--- config.mk ---
export PLATFORM = sky130hd
export DESIGN_NAME = uart_receiver_flat
export DESIGN_NICKNAME = d
export VERILOG_FILES = /design/src/rtl/uart_receiver_if.sv /design/src/rtl/uart_receiver.sv /design/src/flat_wrapper.sv
export SDC_FILE = /design/constraint.sdc
export NUM_CORES = 1
export LEC_CHECK = 0
export CORE_MARGIN = 10
export CORE_UTILIZATION = 32
export CTS_CLUSTER_SIZE = 20
export DETAILED_ROUTE_END_ITERATION = 16
export PLACE_DENSITY = 0.58
export SETUP_SLACK_MARGIN = 0.05
export SYNTH_ARGS = -nofsm -noshare
export SYNTH_HDL_FRONTEND = slang
export SYNTH_SLANG_ARGS = --single-unit
--- constraint.sdc ---
create_clock -name main_clk -period 2.92 [get_ports main_clk]
set_input_delay 0.292 -clock main_clk [delete_from_list [all_inputs] [get_ports main_clk]]
set_output_delay 0.292 -clock main_clk [all_outputs]
set_load 0.05 [all_outputs]
--- src/rtl/uart_receiver_if.sv ---
// Host-side view of the UART receive path: the serial line in, the received word and status out.
// The DUT connects through the slave modport and the line driver through the master modport.
interface uart_receiver_if #(
   parameter int DATA_BITS = 8
);
   logic                 rx;
   logic [DATA_BITS-1:0] rx_data;
   logic                 rx_valid;
   logic                 frame_err;
   logic                 parity_err;
   logic                 busy;
   logic [2:0]           state;

   modport master (
      output rx,
      input  rx_data, rx_valid, frame_err, parity_err, busy, state
   );

   modport slave (
      input  rx,
      output rx_data, rx_valid, frame_err, parity_err, busy, state
   );
endinterface

--- src/rtl/uart_receiver.sv ---
// UART receiver: synchronises rx, validates the start bit at mid-bit, samples data LSB-first
// at bit centres, checks optional parity and the stop bit, then strobes the word out.
module uart_receiver #(
   parameter int CLKS_PER_BIT = 868,
   parameter int DATA_BITS    = 8,
   parameter int PARITY_EN    = 0,
   parameter int PARITY_ODD   = 0
) (
   input logic           main_clk,
   input logic           reset,
   uart_receiver_if.slave bus
);
   localparam int CW = (CLKS_PER_BIT > 1) ? $clog2(CLKS_PER_BIT) : 1;
   localparam int IW = $clog2(DATA_BITS) + 1;
   localparam logic [CW-1:0] HALF_M1  = CW'(CLKS_PER_BIT / 2 - 1);
   localparam logic [CW-1:0] FULL_M1  = CW'(CLKS_PER_BIT - 1);
   localparam logic [IW-1:0] LAST_IDX = IW'(DATA_BITS - 1);

   typedef enum logic [2:0] {
      S_IDLE   = 3'd0,
      S_START  = 3'd1,
      S_DATA   = 3'd2,
      S_PARITY = 3'd3,
      S_STOP   = 3'd4,
      S_BREAK  = 3'd5
   } state_e;

   state_e               state_q, state_d;
   logic                 rx_meta_q, rx_s_q;
   logic [CW-1:0]        clk_cnt_q, clk_cnt_d;
   logic [IW-1:0]        bit_idx_q, bit_idx_d;
   logic [DATA_BITS-1:0] shift_q, shift_d;
   logic                 par_pend_q, par_pend_d;
   logic                 valid_q, valid_d;
   logic [DATA_BITS-1:0] data_q, data_d;
   logic                 ferr_q, ferr_d;
   logic                 perr_q, perr_d;

   always_ff @(posedge main_clk or posedge reset) begin
      if (reset) state_q <= S_IDLE;
      else       state_q <= state_d;
   end

   // Sync flops reset to the idle line level so reset never looks like a start bit.
   always_ff @(posedge main_clk or posedge reset) begin
      if (reset) begin
         rx_meta_q  <= 1'b1;
         rx_s_q     <= 1'b1;
         clk_cnt_q  <= '0;
         bit_idx_q  <= '0;
         shift_q    <= '0;
         par_pend_q <= 1'b0;
         valid_q    <= 1'b0;
         data_q     <= '0;
         ferr_q     <= 1'b0;
         perr_q     <= 1'b0;
      end else begin
         rx_meta_q  <= bus.rx;
         rx_s_q     <= rx_meta_q;
         clk_cnt_q  <= clk_cnt_d;
         bit_idx_q  <= bit_idx_d;
         shift_q    <= shift_d;
         par_pend_q <= par_pend_d;
         valid_q    <= valid_d;
         data_q     <= data_d;
         ferr_q     <= ferr_d;
         perr_q     <= perr_d;
      end
   end

   always_comb begin
      state_d    = state_q;
      clk_cnt_d  = clk_cnt_q + CW'(1);
      bit_idx_d  = bit_idx_q;
      shift_d    = shift_q;
      par_pend_d = par_pend_q;
      valid_d    = 1'b0;
      data_d     = data_q;
      ferr_d     = ferr_q;
      perr_d     = perr_q;
      case (state_q)
         S_IDLE: begin
            clk_cnt_d = '0;
            if (!rx_s_q) state_d = S_START;
         end
         S_START: begin
            if (clk_cnt_q == HALF_M1) begin
               clk_cnt_d = '0;
               if (!rx_s_q) begin
                  state_d    = S_DATA;
                  bit_idx_d  = '0;
                  par_pend_d = 1'b0;
               end else begin
                  state_d = S_IDLE;
               end
            end
         end
         S_DATA: begin
            if (clk_cnt_q == FULL_M1) begin
               clk_cnt_d = '0;
               shift_d   = {rx_s_q, shift_q[DATA_BITS-1:1]};
               bit_idx_d = bit_idx_q + IW'(1);
               if (bit_idx_q == LAST_IDX) state_d = (PARITY_EN != 0) ? S_PARITY : S_STOP;
            end
         end
         S_PARITY: begin
            if (clk_cnt_q == FULL_M1) begin
               clk_cnt_d  = '0;
               par_pend_d = (^shift_q) ^ rx_s_q ^ 1'(PARITY_ODD);
               state_d    = S_STOP;
            end
         end
         S_STOP: begin
            if (clk_cnt_q == FULL_M1) begin
               clk_cnt_d = '0;
               valid_d   = 1'b1;
               data_d    = shift_q;
               ferr_d    = ~rx_s_q;
               perr_d    = par_pend_q;
               state_d   = rx_s_q ? S_IDLE : S_BREAK;
            end
         end
         S_BREAK: begin
            clk_cnt_d = '0;
            if (rx_s_q) state_d = S_IDLE;
         end
         default: state_d = S_IDLE;
      endcase
   end

   always_comb begin
      bus.busy       = (state_q != S_IDLE);
      bus.state      = state_q;
      bus.rx_valid   = valid_q;
      bus.rx_data    = data_q;
      bus.frame_err  = ferr_q;
      bus.parity_err = perr_q;
   end
endmodule

--- src/flat_wrapper.sv ---
// flat-port wrapper written by rule: the top's interface ports become plain ports
module uart_receiver_flat 
#(
   parameter int CLKS_PER_BIT = 868,
   parameter int DATA_BITS    = 8,
   parameter int PARITY_EN    = 0,
   parameter int PARITY_ODD   = 0
)
  (main_clk, reset, bus_rx, bus_rx_data, bus_rx_valid, bus_frame_err, bus_parity_err, bus_busy, bus_state);
  uart_receiver_if #(.DATA_BITS(DATA_BITS)) bus_i ();
  input logic main_clk;
  input logic reset;
  input wire logic [$bits(bus_i.rx)-1:0] bus_rx;
  output wire logic [$bits(bus_i.rx_data)-1:0] bus_rx_data;
  output wire logic [$bits(bus_i.rx_valid)-1:0] bus_rx_valid;
  output wire logic [$bits(bus_i.frame_err)-1:0] bus_frame_err;
  output wire logic [$bits(bus_i.parity_err)-1:0] bus_parity_err;
  output wire logic [$bits(bus_i.busy)-1:0] bus_busy;
  output wire logic [$bits(bus_i.state)-1:0] bus_state;
  assign bus_i.rx = bus_rx;
  assign bus_rx_data = bus_i.rx_data;
  assign bus_rx_valid = bus_i.rx_valid;
  assign bus_frame_err = bus_i.frame_err;
  assign bus_parity_err = bus_i.parity_err;
  assign bus_busy = bus_i.busy;
  assign bus_state = bus_i.state;
  uart_receiver #(.CLKS_PER_BIT(CLKS_PER_BIT), .DATA_BITS(DATA_BITS), .PARITY_EN(PARITY_EN), .PARITY_ODD(PARITY_ODD)) u_core (.main_clk(main_clk), .reset(reset), .bus(bus_i));
endmodule
## Yosys cells after proc, flatten, opt, wreduce, memory -nomap -nowiden

Index checks and enable logic that the tools add are counted.

| word-level totals | value |
|---|---|
| bits in registers | 39 |
| input port bits | 3 |
| output and inout port bits | 15 |
| word-level logic and storage cells | 66 |

| cells by class | value |
|---|---|
| add/sub/neg operators | 2 |
| equality and inequality tests | 16 |
| muxes and demuxes | 23 |
| bitwise logic cells | 2 |
| reductions and logical operators | 12 |

Operators by type and width:

| operator | number |
|---|---|
| case mux 10 bit (3 select lines) | 1 |
| 2-to-1 mux 3 bit | 8 |
| 2-to-1 mux 10 bit | 2 |
| case mux 3 bit (6 select lines) | 1 |
| 2-to-1 mux 4 bit | 3 |
| inequality test 2 x 1 -> 1 bit (second input constant) | 6 |
| adder 10 x 1 -> 10 bit (second input constant) | 1 |
| == test 10 bit (second input constant) | 1 |
| == test 10 x 9 -> 1 bit (second input constant) | 1 |
| case mux 4 bit (2 select lines) | 1 |
| AND reduction 4 bit | 2 |
| parity 8 bit | 1 |
| AND reduction 7 bit | 1 |
| == test 3 x 2 -> 1 bit (second input constant) | 2 |
| == test 3 bit (second input constant) | 2 |
| 2-to-1 mux 1 bit | 5 |
| adder 4 x 1 -> 4 bit (second input constant) | 1 |
| == test 4 x 3 -> 1 bit (second input constant) | 1 |
| inequality test 2 bit (second input constant) | 2 |
| AND reduction 2 bit | 2 |
| nonzero test 2 bit | 2 |
| == test 3 x 1 -> 1 bit (second input constant) | 1 |
| zero test 3 bit | 1 |
| nonzero test 3 bit | 1 |
| 6 further kinds | 6 |

## Longest topological paths before layout

Gate-level depths: netlist (run 1).

| logic depth | value |
|---|---|
| depth after elaboration | 4 |
| mapped depth | 7 |
| depth with buffers taken out | 6 |

## Least setup slack after synthesis (run 1)

OpenSTA, ideal clock, no wires.

| path | value |
|---|---|
| path kind | register to register |
| from | reg u_core.state_q[2] (netlist: u_core.bus.state[2]) |
| to | reg u_core.state_q[0] (netlist: u_core.bus.state[0]) |
| setup time | 125 ps |
| arrival | 1891 ps |
| required time | 2795 ps |
| slack | 905 ps |
| stages on the path, launching flop included | 7 |
| buffers on the path | 1 |
| clock period less this slack | 2015 ps |
| cell sequence | dfrtp_1 > buf_2 > nor3b_1 > a211oi_1 > o21ai_1 > nor3_2 > mux2_2 |

| between the ends | value |
|---|---|
| longest elaborated chain between the ends | 3 |
| elaborated cells on any way between the ends | 15 |
| those cells by class | eq/ne: 12; mux: 1; reduce/logical: 2 |

Ends and longest elaborated chain:

| item | RTL line | text |
|---|---|---|
| from (decl) | uart_receiver.sv:28 | `state_e state_q, state_d;` |
| from (signal assigned) | uart_receiver.sv:41 | `else state_q <= state_d;` |
| == test 3 bit (tied with other cells) | uart_receiver.sv:81 | `case (state_q)` |
| inequality test 2 x 1 -> 1 bit (no line) or inequality test 2 bit (tied branches) | -- |  |
| AND reduction 7 bit (no line) | -- |  |

Parallel ways exist; a longest one is shown, timed or not.
A chain may end at the register's enable or synchronous reset.

## Final worst setup path (run 1)

| path | value |
|---|---|
| from | reg u_core.state_q[1] (netlist: u_core.bus.state[1]) |
| to | out bus_busy |

| between the ends | value |
|---|---|
| longest elaborated chain between the ends | 1 |

Ends and longest elaborated chain:

| item | RTL line | text |
|---|---|---|
| nonzero test 3 bit | uart_receiver.sv:132 | `bus.busy = (state_q != S_IDLE);` |
| to (decl) | flat_wrapper.sv:18 | `output wire logic [$bits(bus_i.busy)-1:0] bus_busy;` |

No other way between the ends.

==> results.sh, run 1 <==
export IMPL_period_share=0.788
export IMPL_dieHeight_um=98.1
export IMPL_netlist_area_leader_share=0.474
export IMPL_synth_nets=179
export IMPL_slew_headroom=0.615
export IMPL_synth_xor_area_share=0.0718
export IMPL_initial_core_util=0.330
export IMPL_design_area_um2=2260
export IMPL_netlist_area_um2=1950
export IMPL_yosys_area_share_simple=0.190
export IMPL_main_combinational_cell_family_by_area_after_synthesis="simple AND/OR/NAND/NOR gates"
export IMPL_wl_per_cell_um=13.1
export IMPL_worstPathCellList="inv_1 -> nand2_1 -> clkdlybuf4s50_1"
export IMPL_commonest_cells_in_the_netlist="sky130_fd_sc_hd__dfrtp_1, sky130_fd_sc_hd__nor2_1, sky130_fd_sc_hd__mux2_2"
export IMPL_synth_compound_area_frac=0.0679
export IMPL_yosysMostFrequentCell="sky130_fd_sc_hd__dfrtp_1"
export IMPL_setup_tns_ns=0
export IMPL_synth_area_per_cell_um2=11.3
export IMPL_setup_viol_count_final=0
export IMPL_std_cell_rows=28
export IMPL_buffer_cell_driving_the_clock_tree_root="sky130_fd_sc_hd__clkbuf_8"
export IMPL_timing_critical_path_slowest_cell_delay_ns=0.81
export IMPL_num_nets_final=197
export IMPL_period_minus_slack_ns=2.30
export IMPL_grt_pass1_vias=1295
export IMPL_cts_root_to_sink_buffers=2
export IMPL_synth_cells=173
export IMPL_setup_worst_path_class="reg2out"
export IMPL_route_antenna_remaining_nets=0
export IMPL_grt_remaining_overflow=0
export IMPL_status="completed"
export IMPL_die_width_um=98.1
export IMPL_cp_start_kind="register"
export IMPL_grt_pass1_wl_mm=6.15
export IMPL_critical_path_reg2reg_startpoint="u_core.bus.state[1]"
export IMPL_postLayoutCoreUtil=0.381
export IMPL_end_kind="output pin"
export IMPL_gr_usage_all_layers=0.0766
export IMPL_achievable_freq_mhz=435
export IMPL_timing_hold_worst_endpoint="u_core.rx_s_q"
export IMPL_timing_worst_slew_pin_value_ns=0.576
export IMPL_clock_sinks=39
export IMPL_asyncSetResetFlopFracSynth=1.00
export IMPL_clock_latency_at_the_later_pin_of_the_worst_skew_pair_ns=0.29
export IMPL_cellInternalPower_w=0.000715
export IMPL_dp_cells=259
export IMPL_critical_path_required_ns=2.63
export IMPL_cts_htree_levels=2
export IMPL_yosys_area_top_type="sky130_fd_sc_hd__dfrtp_1"
export IMPL_synth_adder_area_share=0.0192
export IMPL_hold_viol_final=0
export IMPL_hpwl_after_detailed_placement_mm=2.40
export IMPL_power_static_leakage_nw=0.968
export IMPL_ctsResizeCount=0
export IMPL_antenna_diode_count=0
export IMPL_synth_top_cells_by_area="sky130_fd_sc_hd__dfrtp_1, sky130_fd_sc_hd__mux2_2, sky130_fd_sc_hd__xnor2_1"
export IMPL_finish_cell_count_without_fillers=267
export IMPL_yosys_register_bits=39
export IMPL_power_frac_comb=0.019
export IMPL_ys_flop_type="sky130_fd_sc_hd__dfrtp_1"
export IMPL_worst_ep_arrival_time_ns=2.01
export IMPL_seqPwrFrac=0.592
export IMPL_syn2layout_area_growth_pct=15.6
export IMPL_placement_cell_area_um2=2170
export IMPL_number_of_antenna_violations_at_the_first_check_in_global_routing=0
export IMPL_pwr_density_cell_nw_per_um2=408
export IMPL_hp_start="u_core.rx_meta_q"
export IMPL_irDropWorstVdd_uv=208
export IMPL_timing_reg2reg_worst_path_depth=5
export IMPL_clock_skew_ns=0.00865
export IMPL_cts_tree="done"
export IMPL_io_buffers=17
export IMPL_floorplan_die_area_um2=9620
export IMPL_drtIter0Drc=94
export IMPL_ys_seq_area_frac=0.501
export IMPL_whs_path_depth=0
export IMPL_cts_buffers_inserted=5
export IMPL_hold_path_class="reg2reg"
export IMPL_cts_hold_buffers=0
export IMPL_pwr_share_clk=0.389
export IMPL_vias_per_cell=4.72
export IMPL_worst_path_max_delay_cell="sky130_fd_sc_hd__clkdlybuf4s50_1"
export IMPL_critPathMaxFanout=16
export IMPL_io_pin_count=18
export IMPL_crit_reg2reg_capture="u_core.bus.state[1]"
export IMPL_layout_cell_share_with_drive_strength_beyond_1=0.198
export IMPL_regToRegSetupSlack_ns=0.82
export IMPL_drtPass1Iterations=4
export IMPL_muxShareOfSynthArea=0.110
export IMPL_rsz0062_at_grt="false"
export IMPL_gp_routability_congestion=0.813
export IMPL_power_switching_share=0.223
export IMPL_max_cap_viol_count=0
export IMPL_grt_max_degree=40
export IMPL_yosys_warnings=0
export IMPL_count_of_pins_over_their_slew_limit=0
export IMPL_detailroute_via_count=1261
export IMPL_total_switching_power_w=0.000205
export IMPL_remaining_drc_errors=0
export IMPL_clock_slew_at_reported_path_ffs_ns=0.07
export IMPL_post_cts_setup_buffers=0
export IMPL_drt_wl_total_mm=3.51
export IMPL_core_area_um2=5920
export IMPL_post_synth_edffs=0
export IMPL_yosys_cell_types_count=37
==> layout make-up <==
| type | count | area [um^2] |
|---|---|---|
| tap | 75 | 93.8 |
| timing repair buffer | 18 | 178 |
| sequential | 39 | 978 |
| fill | 586 | 3660 |
| multi-input combinational | 120 | 895 |
| clock inverter | 2 | 12.5 |
| clock buffer | 6 | 72.6 |
| inverter | 7 | 26.3 |
==> cells in the final DEF, fill, tap and decap left out, types with 2 or more instances in the layout <==
master,n
sky130_fd_sc_hd__dfstp_2,2
sky130_fd_sc_hd__nand2_1,8
sky130_fd_sc_hd__dfrtp_1,37
sky130_fd_sc_hd__nor3b_1,4
sky130_fd_sc_hd__a21oi_1,2
sky130_fd_sc_hd__nor2b_1,2
sky130_fd_sc_hd__a211oi_1,2
sky130_fd_sc_hd__nor3_1,3
sky130_fd_sc_hd__xnor2_1,13
sky130_fd_sc_hd__nor4_1,2
sky130_fd_sc_hd__o31ai_1,2
sky130_fd_sc_hd__clkbuf_8,5
sky130_fd_sc_hd__inv_1,7
sky130_fd_sc_hd__nor2_1,21
sky130_fd_sc_hd__ha_1,3
sky130_fd_sc_hd__o21ai_0,10
sky130_fd_sc_hd__mux2_2,19
sky130_fd_sc_hd__clkdlybuf4s50_1,17
sky130_fd_sc_hd__xor2_1,3
sky130_fd_sc_hd__nand2b_1,3
sky130_fd_sc_hd__nand3_1,8
==> flip-flops by register name, summed over array words and instances, names as in the netlist <==
| register | count |
|---|---|
| u_core.bus.state | 3 |
| u_core.bit_idx_q | 4 |
| u_core.bus.frame_err | 1 |
| u_core.rx_s_q | 1 |
| u_core.par_pend_q | 1 |
| u_core.shift_q | 8 |
| u_core.bus.parity_err | 1 |
| u_core.rx_meta_q | 1 |
| u_core.clk_cnt_q | 10 |
| u_core.bus.rx_valid | 1 |
| u_core.bus.rx_data | 8 |
==> per-layer routing <==
layer	vias to the layer above	track usage	share of wire
met3	6	0.0240	0.047
met5	-	0	0
met4	0	0.0503	0.029
li1	627	-	-
met2	21	0.114	0.44
met1	607	0.0927	0.49
==> critical path: cells and delay by family, from the launching register on <==
kind / cells / cell delay (ns)
buf+inv: 2 / 0.93
flops: 1 / 0.71
simple gates: 1 / 0.08
==> how the worst max path moves through the flow <==
stage                                   start                  end  depth (start not counted)
after floorplan           u_core.bus.state[2]  u_core.bus.state[0]                          6
after global placement    u_core.clk_cnt_q[0]  u_core.bus.state[1]                          6
after detailed placement  u_core.clk_cnt_q[0]  u_core.bus.state[1]                          6
after CTS                 u_core.bus.state[1]             bus_busy                          3
after global routing      u_core.bus.state[1]             bus_busy                          3
final                     u_core.bus.state[1]             bus_busy                          3
==> power by group through the flow <==
stage	registers [W]	clock network (W)	logic [W]
after floorplan	0.000553	0	0.0000132
after global placement	0.000555	0	0.0000194
after detailed placement	0.000555	0	0.0000194
after CTS	0.000544	0.000371	0.0000193
after global routing	0.000545	0.000389	0.0000212
final	0.000544	0.000358	0.0000179
==> logic make-up after synthesis <==
group           Yosys count
fa+ha+maj                 3
xor+xnor                 16
compound gates           19
buf+inv                  14
flops                    39
mux                      19
simple gates             63
==> per-stage QoR <==
stage,power (W),hold WS [ns],setup slack [ns]
after floorplan,0.000566,0.296,0.905
after global placement,0.000574,0.347,0.799
after detailed placement,0.000574,0.347,0.815
after CTS,0.000935,0.357,0.616
after global routing,0.000955,0.366,0.505
final,0.000920,0.356,0.620
(Power assumes the default switching activity.)
==> inputs of run 2 (changes only) <==
- clock period: 2.92 -> 2.2 ns (I/O delays scaled with it)
==> run 2 against run 1 <==
Compared with the run above:
- sequential cell count unchanged
- total power increased by 33%
- clock-buffer cell count is the same
- combinational power increased by 34%
- first-iteration DRC count is 48% lower
- cell area rose by 2.3%
- clock power up 34%
- largest cell class unchanged
- largest power group unchanged
- highest routed layer unchanged
==> results.sh, run 2 (same netlist as run 1, synthesis figures left out) <==
export IMPL_io_pin_count=18
export IMPL_floorplan_die_area_um2=9620
export IMPL_power_static_leakage_nw=1.00
export IMPL_hold_viol_final=0
export IMPL_die_width_um=98.1
export IMPL_critical_path_required_ns=2.34
export IMPL_gr_usage_all_layers=0.0787
export IMPL_timing_worst_slew_pin_value_ns=0.508
export IMPL_slew_headroom=0.660
export IMPL_ff_latch_area_um2=978
export IMPL_layout_cell_share_with_drive_strength_beyond_1=0.239
export IMPL_largest_register_ffs=10
export IMPL_power_frac_comb=0.020
export IMPL_worst_hold_slack_ns=0.342
export IMPL_setup_tns_ns=0
export IMPL_critPathMaxFanout=10
export IMPL_detailroute_via_count=1265
export IMPL_std_cell_rows=28
export IMPL_max_cap_viol_count=0
export IMPL_period_minus_slack_ns=2.03
export IMPL_status="completed"
export IMPL_drtIter0Drc=49
export IMPL_rsz0062_at_grt="false"
export IMPL_cts_root_to_sink_buffers=2
export IMPL_route_antenna_remaining_nets=0
export IMPL_cellInternalPower_w=0.000974
export IMPL_grt_remaining_overflow=0
export IMPL_remaining_drc_errors=0
export IMPL_ctsResizeCount=0
export IMPL_hpwl_after_detailed_placement_mm=2.69
export IMPL_final_fill_count=560
export IMPL_pwr_density_cell_nw_per_um2=531
export IMPL_cp_start_kind="register"
export IMPL_core_area_um2=5920
export IMPL_worst_path_max_delay_cell="sky130_fd_sc_hd__nor3b_1"
export IMPL_power_switching_share=0.205
export IMPL_cts_buffers_inserted=5
export IMPL_grt_pass1_wl_mm=6.29
export IMPL_layout_cells_most_common="sky130_fd_sc_hd__dfrtp_1"
export IMPL_grt_pass1_vias=1270
export IMPL_clock_latency_at_the_later_pin_of_the_worst_skew_pair_ns=0.28
export IMPL_commonest_non_fill_non_tap_cells_in_the_layout="sky130_fd_sc_hd__dfrtp_1, sky130_fd_sc_hd__nor2_1, sky130_fd_sc_hd__mux2_2"
export IMPL_achievable_freq_mhz=492
export IMPL_post_cts_setup_buffers=0
export IMPL_pwr_share_clk=0.390
export IMPL_antenna_diode_count=0
export IMPL_clock_skew_ns=0.0101
export IMPL_setup_worst_path_class="reg2reg"
export IMPL_cts_hold_buffers=0
export IMPL_worstPathCellList="nand4b_1 -> nor3b_1 -> a21oi_1 -> o32ai_4 -> nor2_1"
export IMPL_io_buffers=17
export IMPL_number_of_antenna_violations_at_the_first_check_in_global_routing=0
export IMPL_hold_path_class="in2reg"
export IMPL_syn2layout_area_growth_pct=18.3
export IMPL_num_nets_final=203
export IMPL_setup_viol_count_final=0
export IMPL_clock_slew_at_reported_path_ffs_ns=0.07
export IMPL_wl_per_cell_um=13.6
export IMPL_seqPwrFrac=0.590
export IMPL_largest_register="u_core.clk_cnt_q"
export IMPL_period_share=0.925
export IMPL_grt_max_degree=40
export IMPL_end_kind="register"
export IMPL_worst_ep_arrival_time_ns=2.18
export IMPL_cts_htree_levels=2
export IMPL_count_of_pins_over_their_slew_limit=0
export IMPL_clock_sinks=39
export IMPL_drtPass1Iterations=4
export IMPL_timing_critical_path_slowest_cell_delay_ns=0.47
export IMPL_multi_input_comb_area_um2=902
export IMPL_total_switching_power_w=0.000251
export IMPL_vias_per_cell=4.65
export IMPL_gp_routability_congestion=0.854
export IMPL_cts_tree="done"
export IMPL_buffer_cell_driving_the_clock_tree_root="sky130_fd_sc_hd__clkbuf_8"
export IMPL_initial_core_util=0.330
export IMPL_irDropWorstVdd_uv=383
export IMPL_drt_wl_total_mm=3.70
export IMPL_dieHeight_um=98.1
[run 2: worst paths after layout]
path / start / end / slack (ns) / cells past startpoint
setup / recovery: u_core.clk_cnt_q[6] / u_core.clk_cnt_q[5] / 0.17 / 5
hold / removal: bus_rx / u_core.rx_meta_q / 0.34 / 1
setup reg to reg: u_core.clk_cnt_q[6] / u_core.clk_cnt_q[5] / 0.17 / 5
hold reg to reg: u_core.rx_meta_q / u_core.rx_s_q / 0.36 / 0
max in group asynchronous: reset / u_core.rx_meta_q / 1.48 / 3
min in group asynchronous: reset / u_core.clk_cnt_q[9] / 0.35 / 3
[run 2: final cells by class]
cell class | instances | share of cell area
well taps | 75 | 0.0407
flip-flops and latches | 39 | 0.424
clock buffers | 6 | 0.0358
multi-input cells | 120 | 0.391
inverters | 7 | 0.0114
clock inverters | 1 | 0.00217
repair buffers | 24 | 0.0954
[run 2: per-layer routing]
metal | track usage | up-vias | share of wire
met4 | 0.0436 | 0 | 0.018
met2 | 0.114 | 19 | 0.45
li1 | - | 638 | -
met1 | 0.0992 | 604 | 0.49
met5 | 0 | - | 0
met3 | 0.0275 | 4 | 0.040
[run 2: through the flow]
stage,area (um^2),utilization,power (W),setup WS [ns],std cells
after CTS,2300,0.389,0.00125,0.198,272
final,2310,0.390,0.00122,0.166,272
after floorplan,1950,-,0.000752,0.185,173
after global placement,2210,0.374,0.000763,0.240,265
after global routing,2310,0.390,0.00128,0.0643,272
after detailed placement,2210,0.374,0.000763,0.216,265
[run 2: critical path, delay by kind of cell, from the launching register on]
kind / cells / cell delay, ns
AOI/OAI and AO/OA: 2 / 0.65
and+or+nand+nor: 3 / 0.82
DFF: 1 / 0.42
[run 2: power groups by stage]
stage | Combinational [W] | Clock, W | Sequential [W]
floorplan | 0.0000176 | 0 | 0.000734
global placement | 0.0000261 | 0 | 0.000737
detailed placement | 0.0000259 | 0 | 0.000737
CTS | 0.0000262 | 0.000502 | 0.000723
global route | 0.0000281 | 0.000532 | 0.000723
finish | 0.0000240 | 0.000478 | 0.000723
